$ cat config.mk
export PLATFORM = sky130hd
export DESIGN_NAME = seg_scan_ctrl
export DESIGN_NICKNAME = d
export VERILOG_FILES = /design/src/rtl/seg_scan_ctrl.sv
export SDC_FILE = /design/constraint.sdc
export NUM_CORES = 1
export LEC_CHECK = 0
export ABC_AREA = 0
export CAP_MARGIN = 20
export CORE_UTILIZATION = 59
export DETAILED_ROUTE_END_ITERATION = 6
export MAX_ROUTING_LAYER = met4
export PLACE_DENSITY = 0.84
export SETUP_SLACK_MARGIN = 0.1
export SKIP_LAST_GASP = 1
export SLEW_MARGIN = 30
export SYNTH_ARGS = -nofsm -noshare
export SYNTH_HDL_FRONTEND = slang
export SYNTH_SLANG_ARGS = --single-unit
$ cat constraint.sdc
create_clock -name clk -period 5.9 [get_ports clk]
set_input_delay 1.18 -clock clk [delete_from_list [all_inputs] [get_ports clk]]
set_output_delay 1.18 -clock clk [all_outputs]
set_load 0.02 [all_outputs]
$ cat src/rtl/seg_scan_ctrl.sv
// Time-multiplexed scan controller for a common-cathode 7-segment display.
// Holds a multi-digit BCD value and presents one nibble at a time to a shared
// decoder. It drives one-hot digit enables, with a blanking guard at the start
// of every digit slot.
module seg_scan_ctrl #(
  parameter int DIGITS       = 4,
  parameter int REFRESH_DIV  = 1000,
  parameter int BLANK_CYCLES = 2
) (
  input  logic                  clk,
  input  logic                  rst_n,
  input  logic                  load,
  input  logic [4*DIGITS-1:0]   bcd_in,
  input  logic                  lz_en,
  output logic [3:0]            dec_bcd,
  output logic [DIGITS-1:0]     dig_en,
  output logic                  frame_done,
  output logic                  load_err
);

  localparam int CW = (REFRESH_DIV > 1) ? $clog2(REFRESH_DIV) : 1;
  localparam int IW = (DIGITS > 1) ? $clog2(DIGITS) : 1;
  localparam logic [CW-1:0]     CNT_LAST   = CW'(REFRESH_DIV - 1);
  localparam logic [CW-1:0]     BLANK_LAST = CW'(BLANK_CYCLES - 1);
  localparam logic [IW-1:0]     IDX_LAST   = IW'(DIGITS - 1);
  localparam logic [DIGITS-1:0] DIG_ONE    = DIGITS'(1);

  typedef enum logic {BLANK, SHOW} state_e;

  state_e                  state_q, state_d;
  logic [CW-1:0]           cnt_q, cnt_d;
  logic [IW-1:0]           idx_q, idx_d;
  logic [DIGITS-1:0][3:0]  pending_q, pending_d;
  logic [DIGITS-1:0][3:0]  active_q, active_d;
  logic [3:0]              dec_q, dec_d;
  logic [DIGITS-1:0]       dig_q, dig_d;
  logic                    fd_q, fd_d;
  logic                    le_q, le_d;
  logic                    load_ok;
  logic                    wrap;
  logic                    suppress;

  assign dec_bcd    = dec_q;
  assign dig_en     = dig_q;
  assign frame_done = fd_q;
  assign load_err   = le_q;

  // A load is accepted only when every nibble is a legal BCD digit.
  always_comb begin
    load_ok = load;
    for (int unsigned k = 0; k < DIGITS; k++) begin
      if (bcd_in[4*k +: 4] > 4'd9) load_ok = 1'b0;
    end
  end

  // Current digit is blanked when it and every more-significant digit is zero.
  always_comb begin
    suppress = lz_en && (idx_q != '0);
    for (int unsigned j = 0; j < DIGITS; j++) begin
      if ((j >= 32'(idx_q)) && (active_q[j[IW-1:0]] != 4'd0)) suppress = 1'b0;
    end
  end

  // State, counters and value registers.
  always_ff @(posedge clk) begin
    if (!rst_n) begin
      state_q   <= BLANK;
      cnt_q     <= '0;
      idx_q     <= '0;
      pending_q <= '0;
      active_q  <= '0;
      dec_q     <= '0;
      dig_q     <= '0;
      fd_q      <= 1'b0;
      le_q      <= 1'b0;
    end else begin
      state_q   <= state_d;
      cnt_q     <= cnt_d;
      idx_q     <= idx_d;
      pending_q <= pending_d;
      active_q  <= active_d;
      dec_q     <= dec_d;
      dig_q     <= dig_d;
      fd_q      <= fd_d;
      le_q      <= le_d;
    end
  end

  // Next-state: slot sequencing, digit advance, and the frame-wrap handoff.
  always_comb begin
    state_d   = state_q;
    cnt_d     = cnt_q + 1'b1;
    idx_d     = idx_q;
    wrap      = 1'b0;
    pending_d = load_ok ? bcd_in : pending_q;
    active_d  = active_q;
    case (state_q)
      BLANK: begin
        if (cnt_q == BLANK_LAST) state_d = SHOW;
      end
      SHOW: begin
        if (cnt_q == CNT_LAST) begin
          state_d = BLANK;
          cnt_d   = '0;
          if (idx_q == IDX_LAST) begin
            idx_d = '0;
            wrap  = 1'b1;
            // A valid load landing on the wrap cycle bypasses pending.
            active_d = load_ok ? bcd_in : pending_q;
          end else begin
            idx_d = idx_q + 1'b1;
          end
        end
      end
      default: state_d = BLANK;
    endcase
  end

  // Outputs: computed from next-state values so that every port is a flop.
  always_comb begin
    dec_d = active_d[idx_d];
    fd_d  = wrap;
    le_d  = load && !load_ok;
    dig_d = '0;
    if (state_q == BLANK && state_d == SHOW) begin
      dig_d = suppress ? '0 : (DIG_ONE << idx_q);
    end else if (state_q == SHOW && state_d == SHOW) begin
      dig_d = dig_q;
    end
  end

endmodule

# [Word-level counts from Yosys, hierarchy flattened]
# Cells that the tools add are included.
[op_classes] eq_ne=4 div_mod_pow=0 n_lt_le_gt_ge=8 n_reduce_logical=14 n_mux=26 bitwise_logic=1 shift=1 n_addsub=2 multipliers=0
[op_table] cell="two-way mux 16 bit" n=4
[op_table] cell="two-way mux 10 bit" n=2
[op_table] cell="> comparator 4 bit (second input constant)" n=4
[op_table] cell="two-way mux 4 bit" n=4
[op_table] cell="nonzero test 4 bit" n=4
[op_table] cell="two-way mux 1 bit" n=11
[op_table] cell="adder 10 x 1 -> 10 bit (second input constant)" n=1
[op_table] cell="equality test 10 x 1 -> 1 bit (second input constant)" n=1
[op_table] cell="equality test 10 bit (second input constant)" n=1
[op_table] cell="binary-select mux 4 bit (select 2 bit)" n=1
[op_table] cell="logical AND 1 bit" n=7
[op_table] cell="two-way mux 2 bit" n=3
[op_table] cell="greater-or-equal comparator 1 x 2 -> 1 bit (first input constant)" n=2
[op_table] cell="<< shifter 1 x 2 -> 4 bit (first input constant)" n=1
[op_table] cell="less-than comparator 2 x 3 -> 1 bit (second input constant)" n=1
[op_table] cell="AND reduction 3 bit" n=1
[op_table] cell="adder 2 x 1 -> 2 bit (second input constant)" n=1
[op_table] cell="equality test 2 bit (second input constant)" n=1
[op_table] cell="greater-or-equal comparator 2 bit (first input constant)" n=1
[op_table] cell="inequality test 2 bit (second input constant)" n=1
[op_table] cell="case mux 1 bit (2 select lines)" n=1
[op_table] cell="nonzero test 2 bit" n=1
[op_table] cell="logical NOT 1 bit" n=1
[op_table] cell="NOT 1 bit" n=1
[totals] out_inout_bits=10 memories=0 ram_bits=0 latch_bits=0 ff_bits=55 romBits=0 in_bits=20

# [Logic depth before layout (Yosys ltp)]
# Gate-level depths: netlist of the first run.
[depth] word_depth=11 mapped_depth=8

# [Least setup slack after synthesis of the first run]
# No wires, ideal clock.
[synth_timing] path_kind="input -> register" start="in bcd_in[14]" end="reg dec_q[3], in the netlist dec_bcd[3]" n_path_buf=2 setup_ps=130 path_slack_ps=3386 path_stages=8 arrival_ps=2384 required_time_ps=5770 path_cell_list="o21ai_1 > and4_1 > buf_6 > nand2_4 > buf_6 > mux2_4 > mux2i_4 > o221ai_2"
[synth_via] elab_chain_cells=8
[synth_lines] item="start, declared" line="13" rtl="input logic [4*DIGITS-1:0] bcd_in,"
[synth_lines] item="> comparator 4 bit" line="52" rtl="if (bcd_in[4*k +: 4] > 4'd9) load_ok = 1'b0;"
[synth_lines] item="two-way mux 1 bit" line="52"
[synth_lines] item="two-way mux 16 bit" line="109" rtl="active_d = load_ok ? bcd_in : pending_q;"
[synth_lines] item="two-way mux 16 bit" line="105" rtl="if (idx_q == IDX_LAST) begin"
[synth_lines] item="two-way mux 16 bit" line="102" rtl="if (cnt_q == CNT_LAST) begin"
[synth_lines] item="two-way mux 16 bit" line="97" rtl="case (state_q)"
[synth_lines] item="binary-select mux 4 bit (select 2 bit)" line="121" rtl="dec_d = active_d[idx_d];"
[synth_lines] item="two-way mux 4 bit (implied by the code)" line="121"
[synth_lines] item="end signal, assigned" line="72" rtl="dec_q <= '0;"
[synth_lines] item="end signal, assigned" line="82" rtl="dec_q <= dec_d;"
[synth_lines] item="end, declared" line="35" rtl="logic [3:0] dec_q, dec_d;"
# Every way passes these cells. The select of a mux whose other input is x is not followed.
# A chain may end at the register's enable or synchronous reset.

# [Final worst setup path of the first run]
[layout_timing] start="in bcd_in[9]" end="reg dec_q[2], in the netlist dec_bcd[2]"
[layout_via] elab_chain_cells=9
[layout_lines] item="> comparator 4 bit" line="52"
[layout_lines] item="two-way mux 1 bit (2 in a row)" line="52"
[layout_lines] item="two-way mux 16 bit" line="109"
[layout_lines] item="two-way mux 16 bit" line="105"
[layout_lines] item="two-way mux 16 bit" line="102"
[layout_lines] item="two-way mux 16 bit" line="97"
[layout_lines] item="binary-select mux 4 bit (select 2 bit)" line="121"
[layout_lines] item="two-way mux 4 bit (implied by the code)" line="121"
# Every way passes these cells. The select of a mux whose other input is x is not followed.

==> impl_summary.log, run 1 <==
INFO  metric setup-tns-final = 0 ns
INFO  metric synth_enable_flop_cells = 0
INFO  metric crit_path_leading_delay_family = simple AND/OR/NAND/NOR gates
INFO  metric power.share.clock = 37.6%
INFO  metric postRouteWirelength = 5452 µm
INFO  metric clock-sinks = 55
INFO  metric combPwrFrac = 7.3%
INFO  metric worst_hold_path.num_cells = 1
INFO  metric final_antenna_net_count = 0
INFO  metric crit_path_end_kind = register
INFO  metric crit_path_start_kind = input pin
INFO  metric topRoutingLayerUsed = met4
INFO  metric finalHoldViolations = 0
INFO  metric irDropWorstVdd = 0.0002322 V
INFO  metric placement.io_buffers = 29
INFO  metric hpwlAfterDp = 3666 µm
INFO  metric netlist.top_cell.by_area = dfxtp_1
INFO  metric final_layout_size_suffix_gt1_share = 9.247%
INFO  metric synth-simple-area-share = 20.50%
INFO  metric worst_path_largest_cell_delay = 0.45 ns
INFO  metric power.switching = 0.0001553 W
INFO  metric synth_top_family_by_area = simple AND/OR/NAND/NOR gates
INFO  metric wire_length_of_the_first_global_routing_pass = 8825 µm
INFO  metric worstHoldPathType = register to register
INFO  metric rsz0062_at_grt = no
INFO  metric die_area = 0.004528 mm²
INFO  metric ys_dominant_reg_cell = dfxtp_1
INFO  metric ys_seq_area_share = 43.78%
INFO  metric grt_overflow = 0
INFO  metric synth-xor-area-share = 2.786%
INFO  metric placementRows = 23
INFO  metric netlist.area_leader.share = 43.78%
INFO  metric core_region_area = 0.004058 mm²
INFO  metric syn_nets = 292
INFO  metric synth_area_leaders = dfxtp_1, mux2i_1, nor2_1
INFO  metric hold_path_startpoint = cnt_q[0]
INFO  metric synth-compound-area-share = 15.47%
INFO  metric initial_utilization = 61.98%
INFO  metric die-height = 67.29 µm
INFO  metric dp_cells = 334
INFO  metric finClkSkew = 0.006656 ns
INFO  metric clockRootBuffer = clkbuf_8
INFO  metric dp_worst_setup_slack = 2.752 ns
INFO  metric finish.net_count = 318
INFO  metric drv_cap = 0
INFO  metric r2r_cells = 6
INFO  metric static-leakage-power = 1.143 nW
INFO  metric power.sequential.fraction = 55.0%
INFO  metric period_needed = 2.877 ns
INFO  metric wire_per_inst = 15.94 µm
INFO  metric grt_usage = 27.54%
INFO  metric postCtsHoldBufs = 0
INFO  metric crit-reg2reg-capture = dec_bcd[3]
INFO  metric power_switching_share = 22.36%
INFO  metric synth_adder_area_share = 3.483%
INFO  metric reg2reg_slack = 3.31 ns
INFO  metric final_max_slew_viol_count = 0
INFO  metric critical_path.max_fanout = 11
INFO  metric yosys_warns = 0
INFO  metric clk_path_buf_depth = 2
INFO  metric syn2layout_area_growth = 16.17%
INFO  metric worst_setup_path_startpoint = bcd_in[9]
INFO  metric yosysUniqueCellTypes = 52
INFO  metric worst-endpoint-arrival = 3.07 ns
INFO  metric detail_route.vias_per_cell = 6.058
INFO  metric r2r_start = idx_q[0]
INFO  metric post-route-util = 72.00%
INFO  metric async_flop_share = 0%
INFO  metric final.period_utilization = 48.77%
INFO  metric diodes = 0
INFO  metric synthesis.area_per_instance = 9.490 µm²
INFO  metric synth-seq-cells = 55
INFO  metric number_of_global_route_vias_before_repair = 1,907
INFO  metric worst_slew_margin_rel = 50.60%
INFO  metric tritoncts_clock_tree = yes
INFO  metric int_pwr = 0.0005392 W
INFO  metric synth.area.mux_share = 10.40%
INFO  metric endpoints_failing_setup = 0
INFO  metric tightest_slew = 0.7387 ns
INFO  metric weighted_congestion_at_the_end_of_routability_driven_global_placement = 0.8492
INFO  metric die_x = 67.29 µm
INFO  metric timing.critical_path.required = 6.09 ns
INFO  metric outcome = finished clean
INFO  metric layout_setup_ws = 3.023 ns
INFO  metric cp_cell_instances = clkdlybuf4s50_1 > o21ai_1 > and4_1 > nand2_4 > mux2_2 > mux2i_1 > o221ai_1
INFO  metric met2WireLength = 2592 µm
INFO  metric htree_num_levels = 2
INFO  metric first_pass_iters = 6
INFO  metric postCtsSetupBuffers = 0
INFO  metric met3RoutedLength = 316 µm
INFO  metric m1WireLength = 2411 µm
INFO  metric totalPowerFinal = 0.0006945 W
INFO  metric first_iter_violations = 168
INFO  metric post_layout_nonfiller_instances = 342
INFO  metric timing.hold.worst_endpoint = cnt_q[0]
INFO  metric route.vias.total = 2,072
INFO  metric number_of_antenna_violations_at_the_first_check_in_global_routing = 0
INFO  metric io_pins = 30
INFO  metric cp_class = input pin to register
INFO  metric drc = 0
INFO  metric fmaxAchievable = 347.5 MHz
INFO  metric cts_inserted_buffers = 5
INFO  metric mappedNetlistArea = 0.002515 mm²
INFO  metric grt_max_degree = 29
INFO  metric number_of_resized_instances_in_the_post_cts_repair_step = 0
INFO  metric clock_insertion_delay_at_the_later_pin_of_the_skew_report = 0.32 ns
INFO  metric cell_with_the_largest_stage_delay_on_the_worst_path = clkdlybuf4s50_1
INFO  metric clk_transition_reported_paths = 0.10 ns
INFO  metric power-per-cell-area = 237.7 mW/mm²
INFO  metric worst-path-buf-inv = 1
INFO  metric syn_inst = 265
[placed cells by master, fill, tap and decap left out, drive strengths merged, types with 7 or more instances in the layout]
| cell | count |
|---|---|
| clkdlybuf4s50 | 29 |
| mux2i | 21 |
| nand2 | 13 |
| inv | 7 |
| nor2 | 46 |
| nand3 | 12 |
| a21oi | 16 |
| o21ai | 16 |
| ha | 7 |
| dfxtp | 55 |
[power groups by stage]
stage | registers [W] | clock network (W) | logic [W]
detailed placement | 0.000391 | 0 | 0.0000505
CTS | 0.000382 | 0.000262 | 0.0000511
floorplan | 0.000391 | 0 | 0.0000279
finish | 0.000382 | 0.000261 | 0.0000510
global route | 0.000383 | 0.000278 | 0.0000552
global placement | 0.000390 | 0 | 0.0000499
[sequential cells by signal, indices dropped and copies added, names as in the netlist]
signal	flops
frame_done	1
pending_q	16
load_err	1
dec_bcd	4
idx_q	2
cnt_q	10
dig_en	4
active_q	16
state_q	1
[metrics by stage]
stage	hold WS [ns]	cell area, µm²
final	0.5039	2922
after global routing	0.5250	2922
after CTS	0.4985	2922
after detailed placement	0.4772	2804
after global placement	0.4677	2804
after floorplan	0.4448	2515
[cells in the mapped netlist (all sizes together), types with 2 or more instances]
cell,number
a22o,2
inv,7
xor2,5
a211oi,6
nor2,46
xnor2,3
a21oi,16
a22oi,4
o21ai,16
dfxtp,55
and3,4
nor4,3
and4,4
nand4,3
o221ai,2
buf,7
mux2i,21
nand3,12
clkbuf,3
o21a,2
ha,7
and2,5
nor3,3
mux2,2
nand2,13
o211ai,2
a31oi,5
[how the worst max path moves through the flow]
stage                  to  slack (ns)  cells past startpoint
2_1_floorplan  dec_bcd[3]        3.39                      8
3_3_place_gp   dec_bcd[2]        2.80                      7
3_5_place_dp   dec_bcd[2]        2.75                      7
4_1_cts        dec_bcd[2]        3.07                      7
5_1_grt        dec_bcd[0]        2.94                      7
6_report       dec_bcd[2]        3.02                      7
[worst reg2reg max path: cells and delay by family, from the launching register on]
kind,cells,cell delay (ns)
AO/OA/AOI/OAI,2,0.43
multiplexers,1,0.13
AND/OR/NAND/NOR,2,0.73
adder cells (fa/ha/maj),1,0.43
flip-flops,1,0.80
[cell families after synthesis]
logic type / count (synthesis)
and+or+nand+nor: 97
buffers and inverters: 17
muxes: 23
adders and majority gates: 7
xor gates and xnor gates: 8
AOI/OAI and AO/OA: 58
DFF: 55
[metal layers]
| metal | vias to the layer above | GRT usage (%) |
|---|---|---|
| met5 | - | - |
| li1 | 992 | - |
| met3 | 16 | 6.588 |
| met2 | 83 | 43.25 |
| met1 | 981 | 33.51 |
| met4 | 0 | 11.97 |
[final cells by class]
class	instances	area [µm²]
clock buffer	6	82.58
clock inverter	2	35.03
fill	316	1136
inverter	7	26.28
multi-input combinational	193	1324
sequential	55	1101
tap	50	62.56
timing repair buffer	29	290.3
Note: power is estimated with default switching activity, not from simulation.
==> run 2, diff against run 1 <==
CORE_UTILIZATION = 50   (was 59)
PLACE_DENSITY = 0.76   (was 0.84)
clock period = 2.42 ns   (was 5.9 ns; I/O delays follow)
==> run 2 against run 1 <==
Against the previous run:
- combinational power rose to 2.6 times the previous value
- count of clock-buffer cells in the layout up 2
- die area up 17%
- hold slack worse by 0.015 ns
- critical path depth down 1
- final cell count up 7.0%
- final area up 2.4%
- global-route usage down 5.0 points
- critical path type is now register to register
- critical endpoint is now dig_en[1]
==> impl_summary.log, run 2 (synthesis results as in run 1) <==
INFO  metric outcome = finished clean
INFO  metric grt_overflow = 0 (unchanged)
INFO  metric cell_with_the_largest_stage_delay_on_the_worst_path = or4b_1
INFO  metric worstHoldPathType = register to register
INFO  metric wire_length_of_the_first_global_routing_pass = 8749 µm (-0.86%)
INFO  metric tightest_slew = 0.4407 ns (-0.2980 ns)
INFO  metric timing.critical_path.required = 2.63 ns (-3.46 ns)
INFO  metric worst_setup_path_startpoint = idx_q[1]
INFO  metric post_layout_nonfiller_instances = 366 (+7.0%)
INFO  metric core_region_area = 0.004786 mm² (+18%)
INFO  metric finClkSkew = 0.009284 ns (+0.002628 ns)
INFO  metric top_regs = active_q: 16 flops, pending_q: 16 flops, cnt_q: 10 flops
INFO  metric cts_inserted_buffers = 5 (unchanged)
INFO  metric number_of_antenna_violations_at_the_first_check_in_global_routing = 0 (unchanged)
INFO  metric clk_transition_reported_paths = 0.09 ns (about the same)
INFO  metric clk_path_buf_depth = 2 (unchanged)
INFO  metric layout.cells.most_common_list = dfxtp_1, nor2_1, clkdlybuf4s50_1
INFO  metric endpoints_failing_setup = 0 (unchanged)
INFO  metric syn2layout_area_growth = 18.91%
INFO  metric hold_path_startpoint = cnt_q[0]
INFO  metric rsz0062_at_grt = no
INFO  metric die-height = 72.92 µm (+8.4%)
INFO  metric weighted_congestion_at_the_end_of_routability_driven_global_placement = 0.8474 (-0.21%)
INFO  metric grt_usage = 22.57% (-5.0 points)
INFO  metric number_of_resized_instances_in_the_post_cts_repair_step = 0 (unchanged)
INFO  metric postCtsSetupBuffers = 0 (unchanged)
INFO  metric placementRows = 25 (+8.7%)
INFO  metric final_antenna_net_count = 0 (unchanged)
INFO  metric placement.io_buffers = 29 (unchanged)
INFO  metric diodes = 0 (unchanged)
INFO  metric clock_insertion_delay_at_the_later_pin_of_the_skew_report = 0.31 ns (about the same)
INFO  metric cp_cell_instances = inv_1 > ha_1 > or4b_1 > o41a_1 > a22oi_1 > nor2_1
INFO  metric drv_cap = 0 (unchanged)
INFO  metric final_common_cell = dfxtp_1
INFO  metric finalHoldViolations = 0 (unchanged)
INFO  metric first_pass_iters = 4 (-2)
INFO  metric hpwlAfterDp = 3888 µm (+6.1%)
INFO  metric cp_class = register to register
INFO  metric post-route-util = 62.48% (-9.5 points)
INFO  metric die_x = 72.92 µm (+8.4%)
INFO  metric r2r_start = idx_q[1]
INFO  metric io_pins = 30 (unchanged)
INFO  metric first_iter_violations = 109 (-35%)
INFO  metric initial_utilization = 52.55% (-9.4 points)
INFO  metric postRouteWirelength = 5231 µm (-4.1%)
INFO  metric critical_path.max_fanout = 5 (-6)
INFO  metric drc = 0 (unchanged)
INFO  metric die_area = 0.005317 mm² (+17%)
INFO  metric wire_per_inst = 14.29 µm (-10%)
INFO  metric fmaxAchievable = 474.9 MHz
INFO  metric tritoncts_clock_tree = yes
INFO  metric setup-tns-final = 0 ns (unchanged)
INFO  metric clock-sinks = 55 (unchanged)
INFO  metric final.period_utilization = 87.01%
INFO  metric route.vias.total = 1,989 (-4.0%)
INFO  metric final_layout_size_suffix_gt1_share = 11.04% (+1.8 points)
INFO  metric number_of_global_route_vias_before_repair = 1,872 (-1.8%)
INFO  metric period_needed = 2.106 ns
INFO  metric totalPowerFinal = 0.001613 W (+130%)
INFO  metric worst-endpoint-arrival = 2.32 ns (-0.75 ns)
INFO  metric grt_max_degree = 23 (-21%)
INFO  metric htree_num_levels = 2 (unchanged)
INFO  metric crit_path_start_kind = register
INFO  metric crit_path_end_kind = register
INFO  metric irDropWorstVdd = 0.0004056 V (+75%)
INFO  metric worst_path_largest_cell_delay = 0.52 ns (+0.07 ns)
INFO  metric worst_slew_margin_rel = 70.53% (+20 points)
INFO  metric power-per-cell-area = 539.3 mW/mm² (+130%)
INFO  metric postCtsHoldBufs = 0 (unchanged)
INFO  metric final_max_slew_viol_count = 0 (unchanged)
INFO  metric finish.net_count = 325 (+2.2%)
INFO  metric static-leakage-power = 1.173 nW (+2.6%)
INFO  metric clockRootBuffer = clkbuf_8
INFO  metric detail_route.vias_per_cell = 5.434 (-10%)
INFO  metric dp_cells = 358 (+7.2%)
[run 2: changes by cell type in the layout (fill, tap and decap cells not counted)]
cell	before	now
bufinv_16	1	0
clkbuf_1	0	1
buf_4	0	6
buf_12	0	1
clkbuf_8	6	7
clkinv_2	1	0
[run 2: path summary, 6_finish.rpt]
path | end | slack [ns] | depth (start not counted)
setup / recovery | dig_en[1] | 0.31 | 6
hold reg to reg | cnt_q[0] | 0.49 | 1
setup reg to reg | dig_en[1] | 0.31 | 6
hold / removal | cnt_q[0] | 0.49 | 1
[run 2: final cells by class]
class | count | area [µm²]
clock buffers | 8 | 100.1
fillers | 404 | 1795
inverters | 7 | 26.28
multi-input cells | 193 | 1324
flip-flops and latches | 55 | 1101
well taps | 67 | 83.83
repair buffers | 36 | 355.3
[run 2: per-layer routing]
layer	global-route usage (%)	part of all wire (%)	vias to the layer above
li1	-	-	1010
met1	28.71	46	926
met2	34.58	47	45
met3	5.387	5.2	8
met4	9.150	1.7	0
met5	-	0	-
[run 2: where the power goes]
| part | switching (W) | leakage [nW] | internal (W) |
|---|---|---|---|
| Combinational | 0.0000668 | 0.677 | 0.0000654 |
| Clock | 0.000288 | 0.0515 | 0.000262 |
| Sequential | 0.0000109 | 0.445 | 0.000920 |
| Total | 0.000365 | 1.17 | 0.00125 |
[run 2: worst max-delay path, delay by kind of cell (launching register included)]
family                     cells  cell delay, ns
AOI/OAI and AO/OA              2            0.62
adders and majority gates      1            0.22
and+or+nand+nor                2            0.57
DFF                            1            0.46
buffers and inverters          1            0.13
[run 2: stage by stage]
| stage | hold slack (ns) | setup WS, ns | area (µm²) |
|---|---|---|---|
| finish | 0.4890 | 0.3143 | 2990 |
| global route | 0.5246 | 0.1697 | 2990 |
| CTS | 0.4930 | 0.3216 | 2990 |
| detailed placement | 0.4720 | 0.08056 | 2890 |
| global placement | 0.4624 | 0.1174 | 2890 |
| floorplan | 0.4448 | 0.1907 | 2515 |
